### src/rtl/lsu_store_buffer_if.sv
// Pipeline-side request/response bundle of the LSU store buffer.
// The master side is the pipeline and the slave side is the buffer.
interface lsu_store_buffer_if;
   logic        req_valid;
   logic        req_ready;
   logic        req_we;
   logic [10:0] req_adrs;
   logic [31:0] req_wdata;
   logic        rsp_valid;
   logic [31:0] rsp_rdata;

   modport master (
      output req_valid, req_we, req_adrs, req_wdata,
      input  req_ready, rsp_valid, rsp_rdata
   );

   modport slave (
      input  req_valid, req_we, req_adrs, req_wdata,
      output req_ready, rsp_valid, rsp_rdata
   );
endinterface

### src/rtl/lsu_store_buffer.sv
// Circular store buffer between the LSU pipeline and data memory.
// Loads are forwarded from pending stores, and responses have a fixed one-cycle latency.
module lsu_store_buffer #(
   parameter int unsigned DEPTH = 4
) (
   input  logic                     clk,
   input  logic                     reset,
   lsu_store_buffer_if.slave        bus,
   input  logic                     wr_hold,
   output logic                     sb_empty,
   output logic                     mem_w_en,
   output logic [10:0]              mem_w_adrs,
   output logic [31:0]              mem_data_in,
   output logic                     mem_r_en1,
   output logic [10:0]              mem_r_adrs1,
   input  logic [31:0]              mem_data_out1
);
   localparam int unsigned PtrW = $clog2(DEPTH);
   localparam int unsigned CntW = PtrW + 1;

   logic [10:0]     adrs_q [DEPTH];
   logic [31:0]     data_q [DEPTH];
   logic [PtrW-1:0] head_q, tail_q;
   logic [CntW-1:0] count_q;
   logic            rsp_valid_q;
   logic            fwd_hit_q;
   logic [31:0]     fwd_data_q;

   logic            full;
   logic            store_acc;
   logic            load_acc;
   logic            drain;
   logic            hit;
   logic [31:0]     hit_data;

   assign full      = (count_q == CntW'(DEPTH));
   assign sb_empty  = (count_q == '0);
   assign store_acc = bus.req_valid & ~full & bus.req_we;
   assign load_acc  = bus.req_valid & ~full & ~bus.req_we;
   assign drain     = ~sb_empty & ~wr_hold;

   assign bus.req_ready = ~full;
   assign bus.rsp_valid = rsp_valid_q;
   assign bus.rsp_rdata = fwd_hit_q ? fwd_data_q : mem_data_out1;

   assign mem_w_en    = drain;
   assign mem_w_adrs  = adrs_q[head_q];
   assign mem_data_in = data_q[head_q];
   assign mem_r_en1   = load_acc & ~hit;
   assign mem_r_adrs1 = bus.req_adrs;

   // Scan oldest to youngest so the last match wins; the head entry counts even while draining.
   always_comb begin
      hit      = 1'b0;
      hit_data = '0;
      for (int unsigned i = 0; i < DEPTH; i++) begin
         if ((CntW'(i) < count_q) && (adrs_q[head_q + PtrW'(i)] == bus.req_adrs)) begin
            hit      = 1'b1;
            hit_data = data_q[head_q + PtrW'(i)];
         end
      end
   end

   // Entry storage is never cleared; the pointers alone define which entries are valid.
   always_ff @(posedge clk) begin
      if (store_acc) begin
         adrs_q[tail_q] <= bus.req_adrs;
         data_q[tail_q] <= bus.req_wdata;
      end
   end

   always_ff @(posedge clk) begin
      if (reset) begin
         head_q      <= '0;
         tail_q      <= '0;
         count_q     <= '0;
         rsp_valid_q <= 1'b0;
         fwd_hit_q   <= 1'b0;
         fwd_data_q  <= '0;
      end else begin
         if (store_acc) begin
            tail_q <= tail_q + PtrW'(1);
         end
         if (drain) begin
            head_q <= head_q + PtrW'(1);
         end
         case ({store_acc, drain})
            2'b10:   count_q <= count_q + CntW'(1);
            2'b01:   count_q <= count_q - CntW'(1);
            default: count_q <= count_q;
         endcase
         rsp_valid_q <= load_acc;
         fwd_hit_q   <= load_acc & hit;
         fwd_data_q  <= hit_data;
      end
   end
endmodule

### src/flat_wrapper.sv
// flat-port wrapper written by rule: the top's interface ports become plain ports
module lsu_store_buffer_flat 
#(
   parameter int unsigned DEPTH = 4
)
  (clk, reset, wr_hold, sb_empty, mem_w_en, mem_w_adrs, mem_data_in, mem_r_en1, mem_r_adrs1, mem_data_out1, bus_req_valid, bus_req_we, bus_req_adrs, bus_req_wdata, bus_req_ready, bus_rsp_valid, bus_rsp_rdata);
  lsu_store_buffer_if bus_i ();
  input  logic clk;
  input  logic reset;
  input  logic wr_hold;
  output logic sb_empty;
  output logic mem_w_en;
  output logic [10:0] mem_w_adrs;
  output logic [31:0] mem_data_in;
  output logic mem_r_en1;
  output logic [10:0] mem_r_adrs1;
  input  logic [31:0] mem_data_out1;
  input wire logic [$bits(bus_i.req_valid)-1:0] bus_req_valid;
  input wire logic [$bits(bus_i.req_we)-1:0] bus_req_we;
  input wire logic [$bits(bus_i.req_adrs)-1:0] bus_req_adrs;
  input wire logic [$bits(bus_i.req_wdata)-1:0] bus_req_wdata;
  output wire logic [$bits(bus_i.req_ready)-1:0] bus_req_ready;
  output wire logic [$bits(bus_i.rsp_valid)-1:0] bus_rsp_valid;
  output wire logic [$bits(bus_i.rsp_rdata)-1:0] bus_rsp_rdata;
  assign bus_i.req_valid = bus_req_valid;
  assign bus_i.req_we = bus_req_we;
  assign bus_i.req_adrs = bus_req_adrs;
  assign bus_i.req_wdata = bus_req_wdata;
  assign bus_req_ready = bus_i.req_ready;
  assign bus_rsp_valid = bus_i.rsp_valid;
  assign bus_rsp_rdata = bus_i.rsp_rdata;
  lsu_store_buffer #(.DEPTH(DEPTH)) u_core (.clk(clk), .reset(reset), .bus(bus_i), .wr_hold(wr_hold), .sb_empty(sb_empty), .mem_w_en(mem_w_en), .mem_w_adrs(mem_w_adrs), .mem_data_in(mem_data_in), .mem_r_en1(mem_r_en1), .mem_r_adrs1(mem_r_adrs1), .mem_data_out1(mem_data_out1));
endmodule
### config.mk
export PLATFORM = sky130hd
export DESIGN_NAME = lsu_store_buffer_flat
export DESIGN_NICKNAME = d
export VERILOG_FILES = /design/src/rtl/lsu_store_buffer_if.sv /design/src/rtl/lsu_store_buffer.sv /design/src/flat_wrapper.sv
export SDC_FILE = /design/constraint.sdc
export NUM_CORES = 1
export LEC_CHECK = 0
export ABC_AREA = 1
export CORE_MARGIN = 1
export CORE_UTILIZATION = 57
export DETAILED_ROUTE_END_ITERATION = 10
export PLACE_DENSITY = 0.81
export SLEW_MARGIN = 5
export SYNTH_ARGS = -nofsm -noshare
export SYNTH_HDL_FRONTEND = slang
export SYNTH_SLANG_ARGS = --single-unit
### constraint.sdc
create_clock -name clk -period 4.4 [get_ports clk]
set_input_delay 0.44 -clock clk [delete_from_list [all_inputs] [get_ports clk]]
set_output_delay 0.44 -clock clk [all_outputs]
set_load 0.01 [all_outputs]
; After elaboration in Yosys (flattened, before gate mapping)
; Memory sizes are Yosys's and may differ from the RTL's. A register that Yosys moved wholly into a read port is not among the register bits.
; Cells that the tools add are included.
; W data, S select, Z words.
[classes]
eq_ne = 7
muxes = 16
n_addsub = 6
n_bitwise = 11
reduce_logical = 6
magnitude_cmp = 4
[op_table]
columns = operator, n
row1 = $mux W32, 5
row2 = $eq A11 B11 Y1, 4
row3 = $mux W2, 4
row4 = $and A1 B1 Y1, 6
row5 = $lt A1 B3 Y1 const A, 2
row6 = $lt A2 B3 Y1 const A, 2
row7 = $mux W1, 6
row8 = $pmux W3 S2, 1
row9 = $not A1 Y1, 5
row10 = $add A2 B1 Y2 const B, 2
row11 = $add A2 B2 Y2 const B, 2
row12 = $logic_and A1 B1 Y1, 4
row13 = $add A3 B1 Y3 const B, 1
row14 = $eq A3 B3 Y1 const B, 1
row15 = $logic_not A3 Y1, 1
row16 = $sub A3 B1 Y3 const B, 1
row17 = $eq A2 B1 Y1 const B, 1
row18 = $eq A2 B2 Y1 const B, 1
row19 = $reduce_bool A2 Y1, 1
[totals]
wordCells = 58
mem_count = 2
reg_bits = 41
ram_bits = 172
inputBits = 80
[memory_table]
columns = name, depth, width, read_ports, rd_ports_with_merged_regs, wr, line_no
row1 = u_core.data_q, 4, 32, 4, 1, 1, lsu_store_buffer.sv:22  ; logic [31:0] data_q [DEPTH];
row2 = u_core.adrs_q, 4, 11, 4, 1, 1, lsu_store_buffer.sv:21  ; logic [10:0] adrs_q [DEPTH];

; Logic depth before layout (Yosys ltp)
; An unclocked memory read counts as a cell.
[logic_depth]
ltp_word = 9
mapped_depth = 19
depth_no_buf = 16

; Worst setup path before layout
; No wires, ideal clock.
[synth_timing]
kind = register to register
startpoint = register u_core.count_q[0]
endpoint = memory u_core.adrs_q[0][0], enable pin
path_buffers = 0
period_less_slack_ns = 3.284
path_slack_ns = 1.116
path_stages_with_launch = 6
arrival_time_ns = 2.841
setup_time_ns = 0.444
path_cell_list = dfxtp_1 > inv_1 > ha_1 > nand2_1 > nand3_1 > nor2_1
[synth_via]
elab_chain_cells = 6
[synth_rtl]
columns = item, line_no
row1 = start: declaration, lsu_store_buffer.sv:24  ; logic [CntW-1:0] count_q;
row2 = start signal: assignment, lsu_store_buffer.sv:88  ; 2'b10: count_q <= count_q + CntW'(1);
row3 = start signal: assignment, lsu_store_buffer.sv:89  ; 2'b01: count_q <= count_q - CntW'(1);
row4 = start signal: assignment, lsu_store_buffer.sv:90  ; default: count_q <= count_q;
row5 = $eq A3 B3 Y1, lsu_store_buffer.sv:36  ; assign full = (count_q == CntW'(DEPTH));
row6 = $not A1 Y1, --
row7 = via bus_req_ready, flat_wrapper.sv:22  ; output wire logic [$bits(bus_i.req_ready)-1:0] bus_req_ready;
row8 = $and A1 B1 Y1 (2 in series), lsu_store_buffer.sv:38  ; assign store_acc = bus.req_valid & ~full & bus.req_we;
row9 = $mux W1, lsu_store_buffer.sv:66  ; if (store_acc) begin
row10 = $mux W1 (not written as such), lsu_store_buffer.sv:67  ; adrs_q[tail_q] <= bus.req_adrs;
row11 = end: declaration, lsu_store_buffer.sv:21
; The timed path passes the listed nets, and every way through them passes these cells.

; Final worst setup path
[layout_timing]
startpoint = register u_core.head_q[0]
endpoint = output mem_r_en1
[layout_via]
elab_chain_cells = 9
elab_cells_between_ends = 15
cone_classes = 3 x add/sub / 3 x eq/ne / 3 x mux / 2 x bitwise / 3 x reduce/logical / 1 x memory
[layout_rtl]
columns = item, line_no
row1 = start: declaration, lsu_store_buffer.sv:23  ; logic [PtrW-1:0] head_q, tail_q;
row2 = start signal: assignment, lsu_store_buffer.sv:85  ; head_q <= head_q + PtrW'(1);
row3 = $add A2 B1 Y2, lsu_store_buffer.sv:57  ; if ((CntW'(i) < count_q) && (adrs_q[head_q + PtrW'(i)] == bus.req_adrs)) begin
row4 = $mem_v2 Z4 W11 (*), --
row5 = $eq A11 B11 Y1, lsu_store_buffer.sv:57
row6 = $logic_and A1 B1 Y1, lsu_store_buffer.sv:57
row7 = $mux W1 (2 in series), lsu_store_buffer.sv:57
row8 = $mux W1 (*), lsu_store_buffer.sv:57
row9 = $not A1 Y1 (*), lsu_store_buffer.sv:49  ; assign mem_r_en1 = load_acc & ~hit;
row10 = $and A1 B1 Y1 (*), lsu_store_buffer.sv:49
row11 = end: declaration, flat_wrapper.sv:15  ; output logic mem_r_en1;
; Every way passes the cells marked *; elsewhere a longest branch is shown, timed or not.

==> flow_summary.rst <==
.. list-table::
   :header-rows: 1

   * - Metric
     - Value
   * - Part of the power in the clock network
     - 24.9%
   * - Initial antenna violation count
     - 0
   * - Worst Tran Pin Value
     - 1060 ps
   * - Arrival time worst endpoint
     - approximately 3700 ps
   * - Worst vdd rail ir drop
     - 325 uV
   * - Total count of hold-check failures in the final report
     - 0
   * - Average cell area after synthesis
     - 7.41 sq um
   * - Worst min-delay path category
     - input pin to flop
   * - Final HPWL from detailed placement
     - 28000 microns
   * - Combinational share of power
     - between 40% and 50%
   * - Reg2Reg Setup Slack
     - 1040 ps
   * - Post-synthesis cell area
     - between 0.01 and 0.015 sq mm
   * - Pre-Repair DR Iteration Count
     - 5
   * - Placed Instances
     - 2293
   * - Max-cap viol count
     - 0
   * - Synth Area in XOR/XNOR
     - 0.560%
   * - Warnings, synthesis
     - 0
   * - Hold Crit Depth
     - 1
   * - Wire length per cell after detailed routing
     - 18.9 microns
   * - Synth Area in Adders
     - less than 1%
   * - Starting Density
     - roughly 58%
   * - Number of clock sinks
     - 215
   * - Vias per cell
     - 5.97
   * - Compound-gate portion of the synthesized area
     - 14.7%
   * - Final #Nets
     - 2085
   * - Total CTS buffers
     - 25
   * - Net Sw Frac
     - 42.3%
   * - Fraction of power consumed by sequential logic
     - between 20% and 30%
   * - DRC
     - 0
   * - Dominant combinational cell family by area after synthesis
     - simple AND/OR/NAND/NOR gates
   * - Share of final-layout standard cells stronger than drive strength 1
     - 6.89%
   * - Clock transition at the registers of the reported paths
     - approximately 60 ps
   * - Post-CTS Repair Setup Buffers
     - 0
   * - Maximum number of pins on one net before global-route repair
     - 68
   * - Power per Cell Area
     - 504 mW/mm^2
   * - R2R depth
     - 13
   * - Port buffer count
     - 170
   * - Via count of the first global-routing pass
     - approximately 13000
   * - Tcrit/Tclk final
     - 93.1%
   * - Total vias in the final route
     - 14000
   * - Total overflow reported by the global router
     - 0
   * - Post-synth top flop
     - edfxtp_1
   * - First-pass GRT wire length
     - 69200 microns
   * - Most common cell after layout, fill and taps aside
     - nand2_1
   * - Setup CP Type
     - flop to output pin
   * - Static leakage
     - 7.15 nW
   * - Routed Wire Length
     - approximately 44000 microns
   * - Number of core rows
     - 57
   * - Remaining antenna violation count after routing
     - 0
   * - Sequential-to-total area share from yosys stat
     - 42.8%
   * - GPL Wtd Cong
     - ~1
   * - Power Internal
     - 4.83 mW
   * - Maximum clock rate
     - 244 MHz
   * - Final core occ
     - between 60 and 70%
   * - Power after layout
     - 8.36 mW
   * - Startpoint types
     - flop
   * - Total I/O pin count
     - 171
   * - Req. time, crit path
     - ~4000 ps
   * - RSZ-0062 raised after global routing
     - no
   * - Hold path startpoint
     - bus_req_wdata[0]
   * - Die Area
     - about 0.025 sq mm
   * - Launching point of the worst reg2reg path
     - u_core.head_q[0]
   * - Count of different cell masters after synthesis
     - 36
   * - Most used cells in the layout excluding fill and tap cells
     - nand2_1 (583), o21ai_0 (216), inv_1 (205)
   * - Fin Hold WS
     - 521 ps
   * - TNS Setup
     - 0 ps
   * - Number of register bits inferred by synthesis
     - 215
   * - Switching power of the nets
     - between 3 and 4 mW
   * - Final setup violating endpoints
     - 0
   * - Clk_skew
     - 18.3 ps
   * - Die Span Y
     - approximately 160 microns
   * - Max-slew violations
     - 0
   * - Drt first-iter violations
     - 1508
   * - Critical Path Sink Type
     - output pin
   * - Simple-gate share of the synthesized area
     - 27.9%
   * - Max Root-Sink Buffers
     - 3
   * - Chip Width
     - about 160 microns
   * - Total track usage
     - 34.5%
   * - Layout Area Growth over Synthesis
     - 17.9%
   * - Largest fanout on the critical path
     - 56
   * - Result of the run
     - complete, no violations
   * - Share of async-settable or async-resettable flops after synthesis
     - 0%
   * - Share of synthesized area spent on multiplexers
     - 2.56%
   * - Net Count, Synth
     - roughly 2000
   * - Clock latency on the worst-skew pair
     - 560 ps
   * - Number of H-tree branching levels
     - 1
   * - Capture endpoint of the worst hold path
     - u_core.data_q[0][0]
   * - Count of mapped cells out of synthesis
     - 1899
   * - Worst slew margin relative to its limit
     - slightly below 30%
   * - Area inside the core boundary
     - roughly 0.024 sq mm
   * - Diode count
     - 0
   * - Clock tree from TritonCTS
     - done
   * - Non-Filler Instances
     - 2340
   * - Time the final worst path needs with I/O delays and setup
     - 4100 ps
   * - Clk root buf
     - clkbuf_16
   * - EDFF count, synth
     - 172
   * - Capture instance of the worst register-to-register path
     - u_core.fwd_data_q[11]
## power by group through the flow
stage	sequential, mW	clock [mW]	combinational [mW]
6_report	2.36	2.08	3.92
3_5_place_dp	2.40	0	3.78
5_1_grt	2.37	2.17	4.29
2_1_floorplan	2.35	0	2.60
3_3_place_gp	2.40	0	3.71
4_1_cts	2.36	2.09	3.80
## cells in the mapped netlist (2+ instances only)
master | count | share of area (%)
a21oi_1 | 91 | 3.2
o21ai_0 | 217 | 7.7
nor3_1 | 3 | 0.11
buf_1 | 5 | 0.13
inv_2 | 4 | 0.11
nand2_2 | 3 | 0.13
nor2_1 | 75 | 2.0
mux2_2 | 32 | 2.6
nor2_4 | 9 | 0.72
buf_4 | 22 | 1.2
nand4_1 | 39 | 1.7
nand2_1 | 583 | 16
inv_1 | 205 | 5.5
edfxtp_1 | 172 | 37
ha_1 | 8 | 0.71
nand2_4 | 5 | 0.40
clkinv_1 | 2 | 0.053
nor2_2 | 6 | 0.27
a221oi_1 | 21 | 1.3
buf_6 | 13 | 1.0
o21ai_1 | 27 | 0.96
o2111ai_1 | 4 | 0.25
or2_1 | 2 | 0.089
buf_2 | 30 | 1.1
nand3_1 | 160 | 5.7
nand3b_1 | 20 | 1.1
a221o_1 | 5 | 0.36
clkbuf_1 | 61 | 1.6
xor2_1 | 9 | 0.56
dfxtp_1 | 43 | 6.1
o22ai_1 | 18 | 0.80
## layout make-up
class / instances / area [sq um]
clock buffer: 33 / 686
clock inverter: 13 / 136
fill: 1992 / 7640
inverter: 212 / 798
multi-input combinational: 1342 / 6590
sequential: 215 / 6030
tap: 324 / 405
timing repair buffer: 201 / 1950
## registers in the layout, indices dropped and copies added, names as in the netlist, named ones only
name and flops:
u_core.fwd_hit_q 1, u_core.count_q 3, u_core.tail_q 2, u_core.head_q 2, u_core.data_q 128, u_core.fwd_data_q 32
u_core.adrs_q 44, u_core.bus.rsp_valid 1
## what timing repair did
| action | in CTS | in global routing |
|---|---|---|
| resized for setup | 0 | 4 |
| endpoints found under the setup margin | 0 | 1 |
| hold buffers | 0 | 0 |
## per-stage QoR
step / instance area (sq um) / worst slack, ps
4_1_cts: 16600 / 105
2_1_floorplan: 14100 / 1120
6_report: 16600 / 304
3_3_place_gp: 15800 / 773
3_5_place_dp: 15800 / 691
5_1_grt: 16600 / 51.5
## worst max-delay path, stage by stage, from the launching register on
cell and delay (ps):
dfxtp_4 560, buf_6 340, buf_6 390, nand2_1 80
o21ai_0 80, nand2_1 80, nand3_1 90, nand2_1 90
inv_1 50, nand2_1 70, nor2_4 350, nand3_2 160
nand2_1 150, nor3_1 70, clkdlybuf4s50_1 490
## layer usage
metal,vias to the layer above,track usage [%],share of wire (%)
met1,6429,45.2,39
li1,6540,-,-
met4,0,15.8,4.2
met2,855,55.7,46
met3,156,6.23,11
met5,-,0,0
## how the worst max path moves through the flow
stage                                  from                   to  depth (start not counted)  slack [ps]
after global placement     u_core.head_q[0]            mem_r_en1                         14         770
after CTS                  u_core.head_q[1]            mem_r_en1                         12         100
after detailed placement   u_core.head_q[0]            mem_r_en1                         14         690
final                      u_core.head_q[0]            mem_r_en1                         14         300
after floorplan           u_core.count_q[0]  u_core.adrs_q[0][0]                          5        1120
after global routing       u_core.head_q[0]            mem_r_en1                         14          50
## kinds of logic after synthesis
family / after synthesis
AO/OA/AOI/OAI: 385
XOR/XNOR: 9
adder cells (fa/ha/maj): 8
buffers and inverters: 343
flip-flops: 215
multiplexers: 32
AND/OR/NAND/NOR: 907
No activity file was read; power rests on OpenSTA's default activity.
